File: config.mk
export PLATFORM = sky130hd
export DESIGN_NAME = mul_share_arbiter_flat
export DESIGN_NICKNAME = d
export VERILOG_FILES = /design/src/rtl/mul_arb_pkg.sv /design/src/rtl/mul_share_arbiter_if.sv /design/src/rtl/rr_pick.sv /design/src/rtl/mul_share_arbiter.sv /design/src/flat_wrapper.sv
export SDC_FILE = /design/constraint.sdc
export NUM_CORES = 1
export LEC_CHECK = 0
export CORE_UTILIZATION = 46
export CTS_CLUSTER_SIZE = 24
export DETAILED_ROUTE_END_ITERATION = 7
export DONT_BUFFER_PORTS = 1
export PLACE_DENSITY = 0.63
export SLEW_MARGIN = 20
export SYNTH_ARGS = -nofsm -noshare
export SYNTH_HDL_FRONTEND = slang
export SYNTH_SLANG_ARGS = --single-unit
File: constraint.sdc
create_clock -name clk_i -period 3.5 [get_ports clk_i]
set_input_delay 0.525 -clock clk_i [delete_from_list [all_inputs] [get_ports clk_i]]
set_output_delay 0.525 -clock clk_i [all_outputs]
set_load 0.02 [all_outputs]
File: src/rtl/mul_arb_pkg.sv
// Shared types and widths for the shared-multiplier arbiter.
package mul_arb_pkg;

    localparam int unsigned OP_W  = 4;
    localparam int unsigned RES_W = 8;

    typedef enum logic [1:0] {
        IDLE,
        START,
        WAIT,
        RESP
    } state_e;

    // Width of a requester index; at least one bit.
    function automatic int unsigned idx_w(input int unsigned n);
        return (n > 1) ? $clog2(n) : 1;
    endfunction

endpackage

File: src/rtl/mul_share_arbiter_if.sv
// Requester-side bus: per-requester request/operands in, grant/done/result out.
interface mul_share_arbiter_if
    import mul_arb_pkg::*;
#(
    parameter int unsigned N_REQ = 4
) ();

    logic [N_REQ-1:0]            req_i;
    logic [N_REQ-1:0][OP_W-1:0]  a_i;
    logic [N_REQ-1:0][OP_W-1:0]  b_i;
    logic [N_REQ-1:0]            gnt_o;
    logic [N_REQ-1:0]            done_o;
    logic                        err_o;
    logic [RES_W-1:0]            result_o;

    modport master (
        output req_i, a_i, b_i,
        input  gnt_o, done_o, err_o, result_o
    );

    modport slave (
        input  req_i, a_i, b_i,
        output gnt_o, done_o, err_o, result_o
    );

endinterface

File: src/rtl/rr_pick.sv
// Combinational round-robin selector: first set request above the pointer.
module rr_pick
    import mul_arb_pkg::*;
#(
    parameter  int unsigned N_REQ = 4,
    localparam int unsigned IDX_W = idx_w(N_REQ)
) (
    input  logic [N_REQ-1:0] req_i,
    input  logic [IDX_W-1:0] ptr_i,
    output logic [N_REQ-1:0] gnt_c_o,
    output logic [IDX_W-1:0] idx_c_o,
    output logic             valid_c_o
);

    logic [IDX_W-1:0] cand;

    // Scan ptr+1, ptr+2, ... wrapping modulo N_REQ; the first hit wins.
    always_comb begin
        gnt_c_o   = '0;
        idx_c_o   = '0;
        valid_c_o = 1'b0;
        cand      = '0;
        for (int unsigned k = 1; k <= N_REQ; k++) begin
            cand = IDX_W'((32'(ptr_i) + k) % N_REQ);
            if (!valid_c_o && req_i[cand]) begin
                valid_c_o     = 1'b1;
                idx_c_o       = cand;
                gnt_c_o[cand] = 1'b1;
            end
        end
    end

endmodule

File: src/rtl/mul_share_arbiter.sv
// Shares one sequential 4x4 multiplier between N_REQ requesters, round-robin.
module mul_share_arbiter
    import mul_arb_pkg::*;
#(
    parameter int unsigned N_REQ   = 4,
    parameter int unsigned TIMEOUT = 15
) (
    input  logic               clk_i,
    input  logic               rst_ni,
    mul_share_arbiter_if.slave req_if,
    output logic               busy_o,
    output logic               mul_start_o,
    output logic [OP_W-1:0]    mul_a_o,
    output logic [OP_W-1:0]    mul_b_o,
    input  logic               mul_busy_i,
    input  logic               mul_valid_i,
    input  logic [RES_W-1:0]   mul_result_i
);

    localparam int unsigned IDX_W = idx_w(N_REQ);
    localparam int unsigned CNT_W = (TIMEOUT > 0) ? $clog2(TIMEOUT + 1) : 1;

    state_e             state_q,  state_d;
    logic [IDX_W-1:0]   idx_q,    idx_d;
    logic [N_REQ-1:0]   sel_q,    sel_d;
    logic [IDX_W-1:0]   ptr_q,    ptr_d;
    logic [OP_W-1:0]    op_a_q,   op_a_d;
    logic [OP_W-1:0]    op_b_q,   op_b_d;
    logic [CNT_W-1:0]   cnt_q,    cnt_d;
    logic [RES_W-1:0]   result_q, result_d;
    logic               err_q,    err_d;
    logic [N_REQ-1:0]   gnt_q,    gnt_d;
    logic [N_REQ-1:0]   done_q,   done_d;
    logic               busy_q,   busy_d;
    logic               start_q,  start_d;

    logic [N_REQ-1:0]   pick_gnt;
    logic [IDX_W-1:0]   pick_idx;
    logic               pick_valid;

    rr_pick #(
        .N_REQ (N_REQ)
    ) u_pick (
        .req_i     (req_if.req_i),
        .ptr_i     (ptr_q),
        .gnt_c_o   (pick_gnt),
        .idx_c_o   (pick_idx),
        .valid_c_o (pick_valid)
    );

    // Next-state logic; outputs are precomputed from the next state so they register in step.
    always_comb begin
        state_d  = state_q;
        idx_d    = idx_q;
        sel_d    = sel_q;
        ptr_d    = ptr_q;
        op_a_d   = op_a_q;
        op_b_d   = op_b_q;
        cnt_d    = cnt_q;
        result_d = '0;
        err_d    = 1'b0;

        case (state_q)
            IDLE: begin
                if (pick_valid) begin
                    idx_d   = pick_idx;
                    sel_d   = pick_gnt;
                    op_a_d  = req_if.a_i[pick_idx];
                    op_b_d  = req_if.b_i[pick_idx];
                    state_d = START;
                end
            end
            START: begin
                cnt_d   = '0;
                state_d = WAIT;
            end
            WAIT: begin
                // Valid only counts once the multiplier has left CALC.
                if (mul_valid_i && !mul_busy_i) begin
                    result_d = mul_result_i;
                    state_d  = RESP;
                end else if (cnt_q == CNT_W'(TIMEOUT)) begin
                    err_d   = 1'b1;
                    state_d = RESP;
                end else begin
                    cnt_d = cnt_q + CNT_W'(1);
                end
            end
            RESP: begin
                ptr_d   = idx_q;
                state_d = IDLE;
            end
            default: begin
                state_d = IDLE;
            end
        endcase

        start_d = (state_d == START);
        busy_d  = (state_d != IDLE);
        gnt_d   = busy_d ? sel_d : '0;
        done_d  = (state_d == RESP) ? sel_d : '0;
    end

    // State and registered outputs.
    always_ff @(posedge clk_i or negedge rst_ni) begin
        if (!rst_ni) begin
            state_q  <= IDLE;
            idx_q    <= '0;
            sel_q    <= '0;
            ptr_q    <= IDX_W'(N_REQ - 1);
            op_a_q   <= '0;
            op_b_q   <= '0;
            cnt_q    <= '0;
            result_q <= '0;
            err_q    <= 1'b0;
            gnt_q    <= '0;
            done_q   <= '0;
            busy_q   <= 1'b0;
            start_q  <= 1'b0;
        end else begin
            state_q  <= state_d;
            idx_q    <= idx_d;
            sel_q    <= sel_d;
            ptr_q    <= ptr_d;
            op_a_q   <= op_a_d;
            op_b_q   <= op_b_d;
            cnt_q    <= cnt_d;
            result_q <= result_d;
            err_q    <= err_d;
            gnt_q    <= gnt_d;
            done_q   <= done_d;
            busy_q   <= busy_d;
            start_q  <= start_d;
        end
    end

    assign req_if.gnt_o    = gnt_q;
    assign req_if.done_o   = done_q;
    assign req_if.err_o    = err_q;
    assign req_if.result_o = result_q;
    assign busy_o          = busy_q;
    assign mul_start_o     = start_q;
    assign mul_a_o         = op_a_q;
    assign mul_b_o         = op_b_q;

endmodule

File: src/flat_wrapper.sv
// flat-port wrapper written by rule: the top's interface ports become plain ports
module mul_share_arbiter_flat import mul_arb_pkg::*;
#(
    parameter int unsigned N_REQ   = 4,
    parameter int unsigned TIMEOUT = 15
)
  (clk_i, rst_ni, busy_o, mul_start_o, mul_a_o, mul_b_o, mul_busy_i, mul_valid_i, mul_result_i, req_if_req_i, req_if_a_i, req_if_b_i, req_if_gnt_o, req_if_done_o, req_if_err_o, req_if_result_o);
  mul_share_arbiter_if #(.N_REQ(N_REQ)) req_if_i ();
  input  logic clk_i;
  input  logic rst_ni;
  output logic busy_o;
  output logic mul_start_o;
  output logic [OP_W-1:0] mul_a_o;
  output logic [OP_W-1:0] mul_b_o;
  input  logic mul_busy_i;
  input  logic mul_valid_i;
  input  logic [RES_W-1:0] mul_result_i;
  input wire logic [$bits(req_if_i.req_i)-1:0] req_if_req_i;
  input wire logic [$bits(req_if_i.a_i)-1:0] req_if_a_i;
  input wire logic [$bits(req_if_i.b_i)-1:0] req_if_b_i;
  output wire logic [$bits(req_if_i.gnt_o)-1:0] req_if_gnt_o;
  output wire logic [$bits(req_if_i.done_o)-1:0] req_if_done_o;
  output wire logic [$bits(req_if_i.err_o)-1:0] req_if_err_o;
  output wire logic [$bits(req_if_i.result_o)-1:0] req_if_result_o;
  assign req_if_i.req_i = req_if_req_i;
  assign req_if_i.a_i = req_if_a_i;
  assign req_if_i.b_i = req_if_b_i;
  assign req_if_gnt_o = req_if_i.gnt_o;
  assign req_if_done_o = req_if_i.done_o;
  assign req_if_err_o = req_if_i.err_o;
  assign req_if_result_o = req_if_i.result_o;
  mul_share_arbiter #(.N_REQ(N_REQ), .TIMEOUT(TIMEOUT)) u_core (.clk_i(clk_i), .rst_ni(rst_ni), .req_if(req_if_i), .busy_o(busy_o), .mul_start_o(mul_start_o), .mul_a_o(mul_a_o), .mul_b_o(mul_b_o), .mul_busy_i(mul_busy_i), .mul_valid_i(mul_valid_i), .mul_result_i(mul_result_i));
endmodule
Yosys cells after proc, flatten, opt, wreduce, memory -nomap -nowiden
Cells that the tools add are included.
{ "op_classes": {"addsub": 5, "magnitude_cmp": 9, "n_eq_ne": 8, "n_mux": 48, "bitwise": 3, "n_reduce_logical": 17} }
{ "op_table": {"columns": ["operator", "count"], "rows": [
  ["two-way mux 4 bit", 12],
  ["binary-select mux 4 bit (select 2 bit)", 2],
  ["two-way mux 8 bit", 2],
  ["less-than comparator 2 x 3 -> 1 bit, second input constant", 5],
  ["two-way mux 1 bit", 15],
  ["two-way mux 2 bit", 7],
  ["bitwise OR 4 bit", 3],
  ["binary-select mux 1 bit (select 2 bit)", 4],
  ["demux 1 bit (select 2 bit)", 4],
  ["greater-or-equal comparator 2 x 1 -> 1 bit, second input constant", 4],
  ["logical AND 1 bit", 8],
  ["one-hot mux 2 bit (4 select lines)", 1],
  ["one-hot mux 4 bit (2 select lines)", 1],
  ["equality test 2 bit, second input constant", 3],
  ["adder 2 x 1 -> 2 bit, second input constant", 2],
  ["adder 2 bit, second input constant", 2],
  ["adder 4 x 1 -> 4 bit, second input constant", 1],
  ["equality test 2 x 1 -> 1 bit, second input constant", 2],
  ["equality test 4 bit, second input constant", 1],
  ["logical NOT 1 bit", 4],
  ["!= test 2 bit, second input constant", 2],
  ["nonzero test 2 bit", 2],
  ["AND reduction 3 bit", 1],
  ["logical NOT 2 bit", 1],
  ["AND reduction 2 bit", 1]
]} }
{ "word_totals": {"ff_bits": 41, "inputBits": 48, "output_inout_bits": 27, "wordCells": 103} }

Longest topological paths before layout
Gate-level depths: netlist of run 1.
{ "depth": {"ltp_word": 17, "depth_mapped": 13, "depth_no_buf": 8} }

Hierarchy
A second synthesis of run 1 with hierarchy kept.
{ "hier_totals": {"hier_cells": 226, "area_unflattened_um2": 2468.6} }
{ "modules_own_cells": {"columns": ["module", "n_inst", "cells_per_inst", "area_per_inst_um2", "seq_area_each_um2"], "rows": [
  ["mul_share_arbiter", 1, 140, 1839.3, 1028.5],
  ["rr_pick", 1, 86, 629.4, 0.0]
]} }

Worst setup path after synthesis of run 1
No wires, ideal clock.
{ "synth_timing": {"path_kind": "register to register", "startpoint": "reg u_core.ptr_q[0]", "endpoint": "reg u_core.op_a_q[0] (netlist: u_core.mul_a_o[0])", "setup_ns": 0.132, "arrival_ns": 3.143, "required_time_ns": 3.368, "setup_slack_ns": 0.225, "stages_incl_launch_ff": 13, "path_buffers": 5, "period_less_slack_ns": 3.275, "cell_sequence": "dfstp_2 buf_6 buf_2 inv_1 ha_1 buf_6 mux4_2 nor2b_1 buf_6 o31ai_4 buf_8 mux2i_1 o221ai_2"} }
{ "synth_via": {"elab_chain_cells": 15, "elab_cells_between_ends": 29, "cone_classes": "4 x add/sub; 18 x mux; 7 x reduce/logical"} }
{ "synth_rtl": {"columns": ["element", "line", "text"], "rows": [
  ["start: declaration", "mul_share_arbiter.sv:26", "logic [IDX_W-1:0] ptr_q, ptr_d;"],
  ["start signal: assignment", "mul_share_arbiter.sv:110", "ptr_q <= IDX_W'(N_REQ - 1);"],
  ["start signal: assignment", "mul_share_arbiter.sv:124", "ptr_q <= ptr_d;"],
  ["adder 2 x 1 -> 2 bit", "rr_pick.sv:24", "cand = IDX_W'((32'(ptr_i) + k) % N_REQ);"],
  ["binary-select mux 1 bit (select 2 bit)", "rr_pick.sv:25", "if (!valid_c_o && req_i[cand]) begin"],
  ["two-way mux 1 bit (not written as such)", "rr_pick.sv:25", null],
  ["two-way mux 1 bit", "rr_pick.sv:25", null],
  ["logical NOT 1 bit", "rr_pick.sv:25", null],
  ["logical AND 1 bit", "rr_pick.sv:25", null],
  ["two-way mux 1 bit", "rr_pick.sv:25", null],
  ["logical NOT 1 bit", "rr_pick.sv:25", null],
  ["logical AND 1 bit", "rr_pick.sv:25", null],
  ["two-way mux 1 bit", "rr_pick.sv:25", null],
  ["logical NOT 1 bit", "rr_pick.sv:25", null],
  ["logical AND 1 bit", "rr_pick.sv:25", null],
  ["two-way mux 2 bit", "rr_pick.sv:25", null],
  ["binary-select mux 4 bit (select 2 bit)", "mul_share_arbiter.sv:68", "op_a_d = req_if.a_i[pick_idx];"],
  ["two-way mux 4 bit (not written as such)", "mul_share_arbiter.sv:68", null],
  ["end signal: assignment", "mul_share_arbiter.sv:125", "op_a_q <= op_a_d;"],
  ["end: declaration", "mul_share_arbiter.sv:27", "logic [OP_W-1:0] op_a_q, op_a_d;"]
]} }
Several ways; a longest one is shown, not always the timed one. The select of a mux whose other input is x is not followed.
A chain may end at the register's enable or synchronous reset.

Worst setup path in the final report of run 1
{ "layout_timing": {"startpoint": "reg u_core.ptr_q[1]", "endpoint": "reg u_core.op_a_q[3] (netlist: u_core.mul_a_o[3])"} }
The elaborated chain is that of the path after synthesis.

==> results.py, run 1 <==
metrics = {
    "die": {
        "rows": 25,
        "start_util_pct": 49.1,
        "die_height_um": 74.2,
        "die_w_um": 74.2,
        "num_io_pins": 75,
        "dieArea_um2": 5500,
        "core-area_um2": 4880,
    },
    "drt": {
        "num_vias": 1612,
        "avgRoutedWirePerCell_um": 17.3,
        "antenna_left": 0,
        "wirelength_um": 4790,
        "drc_errors": 0,
        "viasPerCell": 5.82,
        "dr.first_iter.drc_count": 56,
        "drt-pass1-iter-count": 4,
    },
    "cts": {
        "clock-root-buffer": "clkbuf_8",
        "numCtsBuffers": 5,
        "clkSinkCount": 41,
        "htreeDepth": 2,
        "cts_buffer_depth": 2,
        "insertion_delay_ps": 280,
        "clk_pin_slew_ps": 70,
        "cts_resized": 0,
        "cts_tree": "built",
    },
    "synth": {
        "synth_top_area_cell": "dfrtp_1",
        "async_flop_share_pct": 100,
        "post-synth-top-count-cell": "dfrtp_1",
        "synth_top_cell_area_share_pct": 40.8,
        "syn-cell-area_um2": 2390,
        "synthFlopType": "dfrtp_1",
        "avgSynthCellArea_um2": 11.2,
        "yosysSeqAreaShare_pct": 42.9,
        "ys_ff_latch": 41,
        "synthCells": 213,
        "yosysWarnings": 0,
        "synthTopCellsByArea": "dfrtp_1, mux2i_1, ha_1",
        "synthTopCellsByCount": "dfrtp_1, mux2i_1, nand2_1, ha_1, nor2_1",
        "synth_cell_types": 45,
        "synth_edf_count": 0,
        "synth_fp_nets": 274,
    },
    "global_route": {
        "grt_pass1_vias": 1548,
        "grt_max_degree": 40,
        "grt_pass1_wl_um": 7120,
        "antenna_found_initial": 0,
        "grt.overflow.total": 0,
        "grt_usage_pct": 17.2,
    },
    "cells_and_area": {
        "drive_gt1_share_pct": 15.2,
        "nFillCells": 450,
        "area_delta_synth_final_pct": 5.59,
        "n_antenna_cell": 0,
        "final_nets": 270,
    },
    "worst_setup_path": {
        "cp-end-kind": "flop",
        "crit_chain": "inv_1 -> ha_1 -> mux4_2 -> or4_1 -> o41a_1 -> o31ai_2 -> or2_1 -> o221ai_2",
        "crit_type": "flop to flop",
        "arrival_ps": 3490,
        "cp-start-kind": "flop",
        "cpMaxStageDelayCell": "dfstp_2",
        "cp.required_ps": 3650,
        "reg2reg_depth": 8,
        "worstPathMaxFanout": 13,
        "max_stage_delay_ps": 660,
    },
    "min_path": {
        "hp-class": "primary input to asynchronous set/reset pin",
    },
    "timing": {
        "max_slew.worst_pin.slew_ps": 749,
        "fin_setup_tns_ps": 0,
        "finalHoldViolCount": 0,
        "period_share_pct": 95.5,
        "finalCriticalPeriod_ps": 3340,
        "maxSlewViolCount": 0,
        "skew_ps": 4.83,
        "fmax_mhz": 299,
        "slew_headroom_pct": 49.4,
        "setup_viol": 0,
        "grt_setup_unrepaired": "false",
    },
    "status": {
        "status": "completed",
    },
    "pwr": {
        "ir_drop_uv": 427,
        "power.total_mw": 2.62,
        "p_per_area_nw_per_um2": 1030,
        "p_leak_nw": 1.19,
    },
    "run": {
        "max-cap-violations": 0,
    },
    "placement": {
        "place_congestion": 0.840,
        "numPortBuffers": 0,
        "place_hpwl_um": 3610,
    },
}
==> path summary, 6_finish.rpt <==
check | from | slack [ps] | to
hold reg to reg | u_core.idx_q[0] | 490 | u_core.idx_q[0]
max in group asynchronous | rst_ni | 3240 | u_core.sel_q[2]
setup reg to reg | u_core.ptr_q[1] | 160 | u_core.mul_a_o[3]
setup / recovery | u_core.ptr_q[1] | 160 | u_core.mul_a_o[3]
hold / removal | rst_ni | 80 | u_core.mul_b_o[1]
min in group clk_i | mul_result_i[3] | 400 | u_core.req_if.result_o[3]
==> per-layer routing <==
metal	wire length, um	global-route usage (%)	part of all wire, %
met1	2000	20.5	42
met2	2320	29.6	48
met3	395	5.42	8.2
met4	68	5.56	1.4
met5	0	0	0
==> where the power goes <==
group | switching [mW] | internal, mW | total [mW]
registers | 0.243 | 0.666 | 0.909
clock network | 0.147 | 0.232 | 0.379
logic | 0.763 | 0.565 | 1.33
==> area by class of cell <==
cell class	count	area, um^2	area share (%)
sequential	41	1030	40.7
tap	67	83.8	3.32
multi-input combinational	145	1210	47.8
clock inverter	1	30.0	1.19
inverter	11	41.3	1.63
timing repair buffer	5	50.0	1.98
clock buffer	7	86.3	3.41
==> sequential cells by signal, summed over array words and instances (netlist names), named ones only <==
name	flops
u_core.req_if.result_o	8
u_core.cnt_q	4
u_core.mul_a_o	4
u_core.mul_b_o	4
u_core.req_if.done_o	4
u_core.req_if.gnt_o	4
u_core.sel_q	3
u_core.idx_q	2
u_core.ptr_q	2
u_core.state_q	2
u_core.busy_o	1
u_core.mul_start_o	1
u_core.req_if.err_o	1
==> cells in the final DEF (no fill, tap or decap), drive strengths merged, types with 2 or more instances in the layout <==
master,count
dfstp,2
o21ai,9
mux2,2
nand3,2
mux4,4
nand2b,3
clkbuf,7
nor2b,8
dfrtp,39
nand2,21
mux2i,24
and3,9
nor2,12
ha,13
o221ai,8
buf,5
inv,11
a21oi,3
o2bb2ai,4
o31ai,2
a221oi,4
==> logic make-up after synthesis <==
family                   count (synthesis)  share of synthesized area [%]
AND/OR/NAND/NOR                         64                           13.8
flip-flops                              41                           42.9
AO/OA/AOI/OAI                           37                           14.6
multiplexers                            30                           14.9
buffers and inverters                   27                           6.58
adder cells (fa/ha/maj)                 13                           6.79
XOR/XNOR                                 1                          0.366
==> worst max-delay path: cells and delay by family (launching register included) <==
kind	cells	cell delay, ps
fa+ha+maj	1	510
buf+inv	1	160
compound gates	3	390
simple gates	2	960
mux	1	510
flops	1	660
==> stage by stage <==
step	util, %	area, um^2	hold WS (ps)	setup WS (ps)	cells
final	51.8	2530	79.3	159	277
after detailed placement	49.0	2390	230	181	268
after floorplan	-	2390	229	225	213
after CTS	51.8	2530	66.9	153	277
after global routing	51.8	2530	57.3	7.33	277
after global placement	49.0	2390	230	325	268
==> what timing repair did <==
| action | 4_1_cts | 5_1_grt |
|---|---|---|
| endpoints found under the hold margin | 39 | 0 |
| hold buffers | 1 | 0 |
| buffers inserted | 0 | 0 |
Note: power is estimated with default switching activity, not from simulation.
==> inputs of run 2 (changes only) <==
--- a/config.mk
+++ b/config.mk
@@ -5,6 +5,7 @@
 export SDC_FILE = /design/constraint.sdc
 export NUM_CORES = 1
 export LEC_CHECK = 0
+export CAP_MARGIN = 10
 export CORE_UTILIZATION = 46
 export CTS_CLUSTER_SIZE = 24
 export DETAILED_ROUTE_END_ITERATION = 7
==> constraint.sdc (replaced) <==
create_clock -name clk_i -period 3 [get_ports clk_i]
set_input_delay 0.45 -clock clk_i [delete_from_list [all_inputs] [get_ports clk_i]]
set_output_delay 0.45 -clock clk_i [all_outputs]
set_load 0.02 [all_outputs]
==> run 2 against run 1 <==
Effect of this change: clock skew about the same; non-clock buffer count rose by 4; sequential cell count is the same; final cell count is 1.4% higher; clock power up 5.5%; worst hold slack gained 240 ps; total power up 21%; largest power group unchanged.
==> results.py, run 2 (synthesized netlist as in run 1, its figures left out) <==
metrics = {
    "pwr": {
        "p_per_area_nw_per_um2": 1210,
        "pwr-share-seq_pct": 33.6,
        "power.total_mw": 3.16,
        "p_switching_mw": 1.39,
        "pwr-share-comb_pct": 53.7,
        "internal-power_mw": 1.76,
        "ir_drop_uv": 598,
        "p_leak_nw": 1.20,
        "p_clk_share_pct": 12.7,
        "swShare_pct": 44.2,
    },
    "drt": {
        "drt-pass1-iter-count": 4,
        "avgRoutedWirePerCell_um": 16.8,
        "dr.first_iter.drc_count": 65,
        "wirelength_um": 4730,
        "antenna_left": 0,
        "num_vias": 1644,
        "viasPerCell": 5.85,
        "drc_errors": 0,
    },
    "global_route": {
        "grt_pass1_wl_um": 7200,
        "grt_pass1_vias": 1512,
        "grt_usage_pct": 17.6,
        "grt.overflow.total": 0,
        "grt_max_degree": 42,
        "antenna_found_initial": 0,
    },
    "die": {
        "core-area_um2": 4880,
        "num_io_pins": 75,
        "rows": 25,
        "die_w_um": 74.2,
        "dieArea_um2": 5500,
        "die_height_um": 74.2,
        "start_util_pct": 49.1,
    },
    "run": {
        "max-cap-violations": 0,
    },
    "worst_setup_path": {
        "cpMaxStageDelayCell": "dfstp_2",
        "crit_chain": "inv_6 -> ha_4 -> mux4_2 -> nor4_2 -> nand2b_1 -> buf_4 -> mux2i_2 -> nor2_1",
        "arrival_ps": 3060,
        "cp-start-kind": "flop",
        "crit_type": "flop to flop",
        "crit_family": "multiplexers",
        "cp.required_ps": 3170,
        "crit_buf_inv": 2,
        "max_stage_delay_ps": 660,
        "cp-end-kind": "flop",
        "worstPathMaxFanout": 9,
    },
    "placement": {
        "preCtsSetupSlack_ps": 93.2,
        "numPortBuffers": 0,
        "placedCellCount": 271,
        "place_congestion": 0.788,
        "place_hpwl_um": 3460,
        "dpl_cell_area_um2": 2450,
    },
    "timing": {
        "fmax_mhz": 347,
        "slew_headroom_pct": 46.4,
        "fin_ws_ps": 115,
        "maxSlewViolCount": 0,
        "skew_ps": 5.09,
        "max_slew.worst_pin.slew_ps": 793,
        "period_share_pct": 96.2,
        "setup_viol": 0,
        "finalHoldViolCount": 0,
        "finalCriticalPeriod_ps": 2880,
    },
    "cts": {
        "clk_pin_slew_ps": 80,
        "clock-root-buffer": "clkbuf_8",
        "numCtsBuffers": 5,
        "insertion_delay_ps": 290,
        "post_cts_buffers": 0,
        "cts_buffer_depth": 2,
        "htreeDepth": 2,
        "clkSinkCount": 41,
        "cts_tree": "built",
    },
    "cells_and_area": {
        "layout_commonest_cell": "dfrtp_1",
        "largest_reg_flops": 8,
        "instances_no_fill": 281,
        "area_delta_synth_final_pct": 8.78,
        "utilization_pct": 53.4,
        "drive_gt1_share_pct": 20.6,
        "n_antenna_cell": 0,
        "mostFrequentLayoutCells": "dfrtp_1, mux2i_1, nand2_1",
        "design_area_um2": 2610,
        "final_nets": 274,
    },
    "status": {
        "status": "completed",
    },
    "min_path": {
        "hp-class": "primary input to flop",
    },
}
[run 2: what timing repair did]
action | CTS | global route
hold buffers | 2 | 0
endpoints found under the hold margin | 41 | 0
endpoints found under the setup margin | 0 | 12
resized for setup | 0 | 4
[run 2: power by group through the flow]
stage,combinational [mW],sequential [mW],clock [mW]
after floorplan,1.45,1.02,0
after global placement,1.59,1.07,0
after detailed placement,1.65,1.07,0
after CTS,1.67,1.06,0.413
after global routing,1.88,1.09,0.437
final,1.70,1.06,0.400
[run 2: metrics by stage]
stage	hold WS, ps	setup TNS [ps]
3_5_place_dp	155	0
5_1_grt	302	-139
3_3_place_gp	155	0
2_1_floorplan	154	-507
4_1_cts	307	0
6_report	316	0
[run 2: cell type report]
cell class	instances	area (um^2)
inverters	11	46.3
clock inverters	1	8.76
well taps	67	83.8
fillers	435	2270
flip-flops and latches	41	1030
multi-input cells	145	1250
repair buffers	9	95.1
clock buffers	7	96.3
[run 2: path summary, 6_finish.rpt]
| kind | startpoint | endpoint | slack [ps] | cells past startpoint |
|---|---|---|---|---|
| setup / recovery | u_core.ptr_q[0] | u_core.req_if.gnt_o[1] | 120 | 8 |
| hold / removal | mul_result_i[6] | u_core.req_if.result_o[6] | 320 | 1 |
| setup reg to reg | u_core.ptr_q[0] | u_core.req_if.gnt_o[1] | 120 | 8 |
| hold reg to reg | u_core.idx_q[0] | u_core.idx_q[0] | 480 | 2 |
| max in group asynchronous | rst_ni | u_core.ptr_q[1] | 2120 | 2 |
| min in group asynchronous | rst_ni | u_core.cnt_q[1] | 620 | 2 |
[run 2: per-layer routing]
metal  global-route usage (%)  wire [um]
met5                        0          0
met4                     5.77         98
met3                     6.23        476
met2                     29.1       2250
met1                     21.6       1900
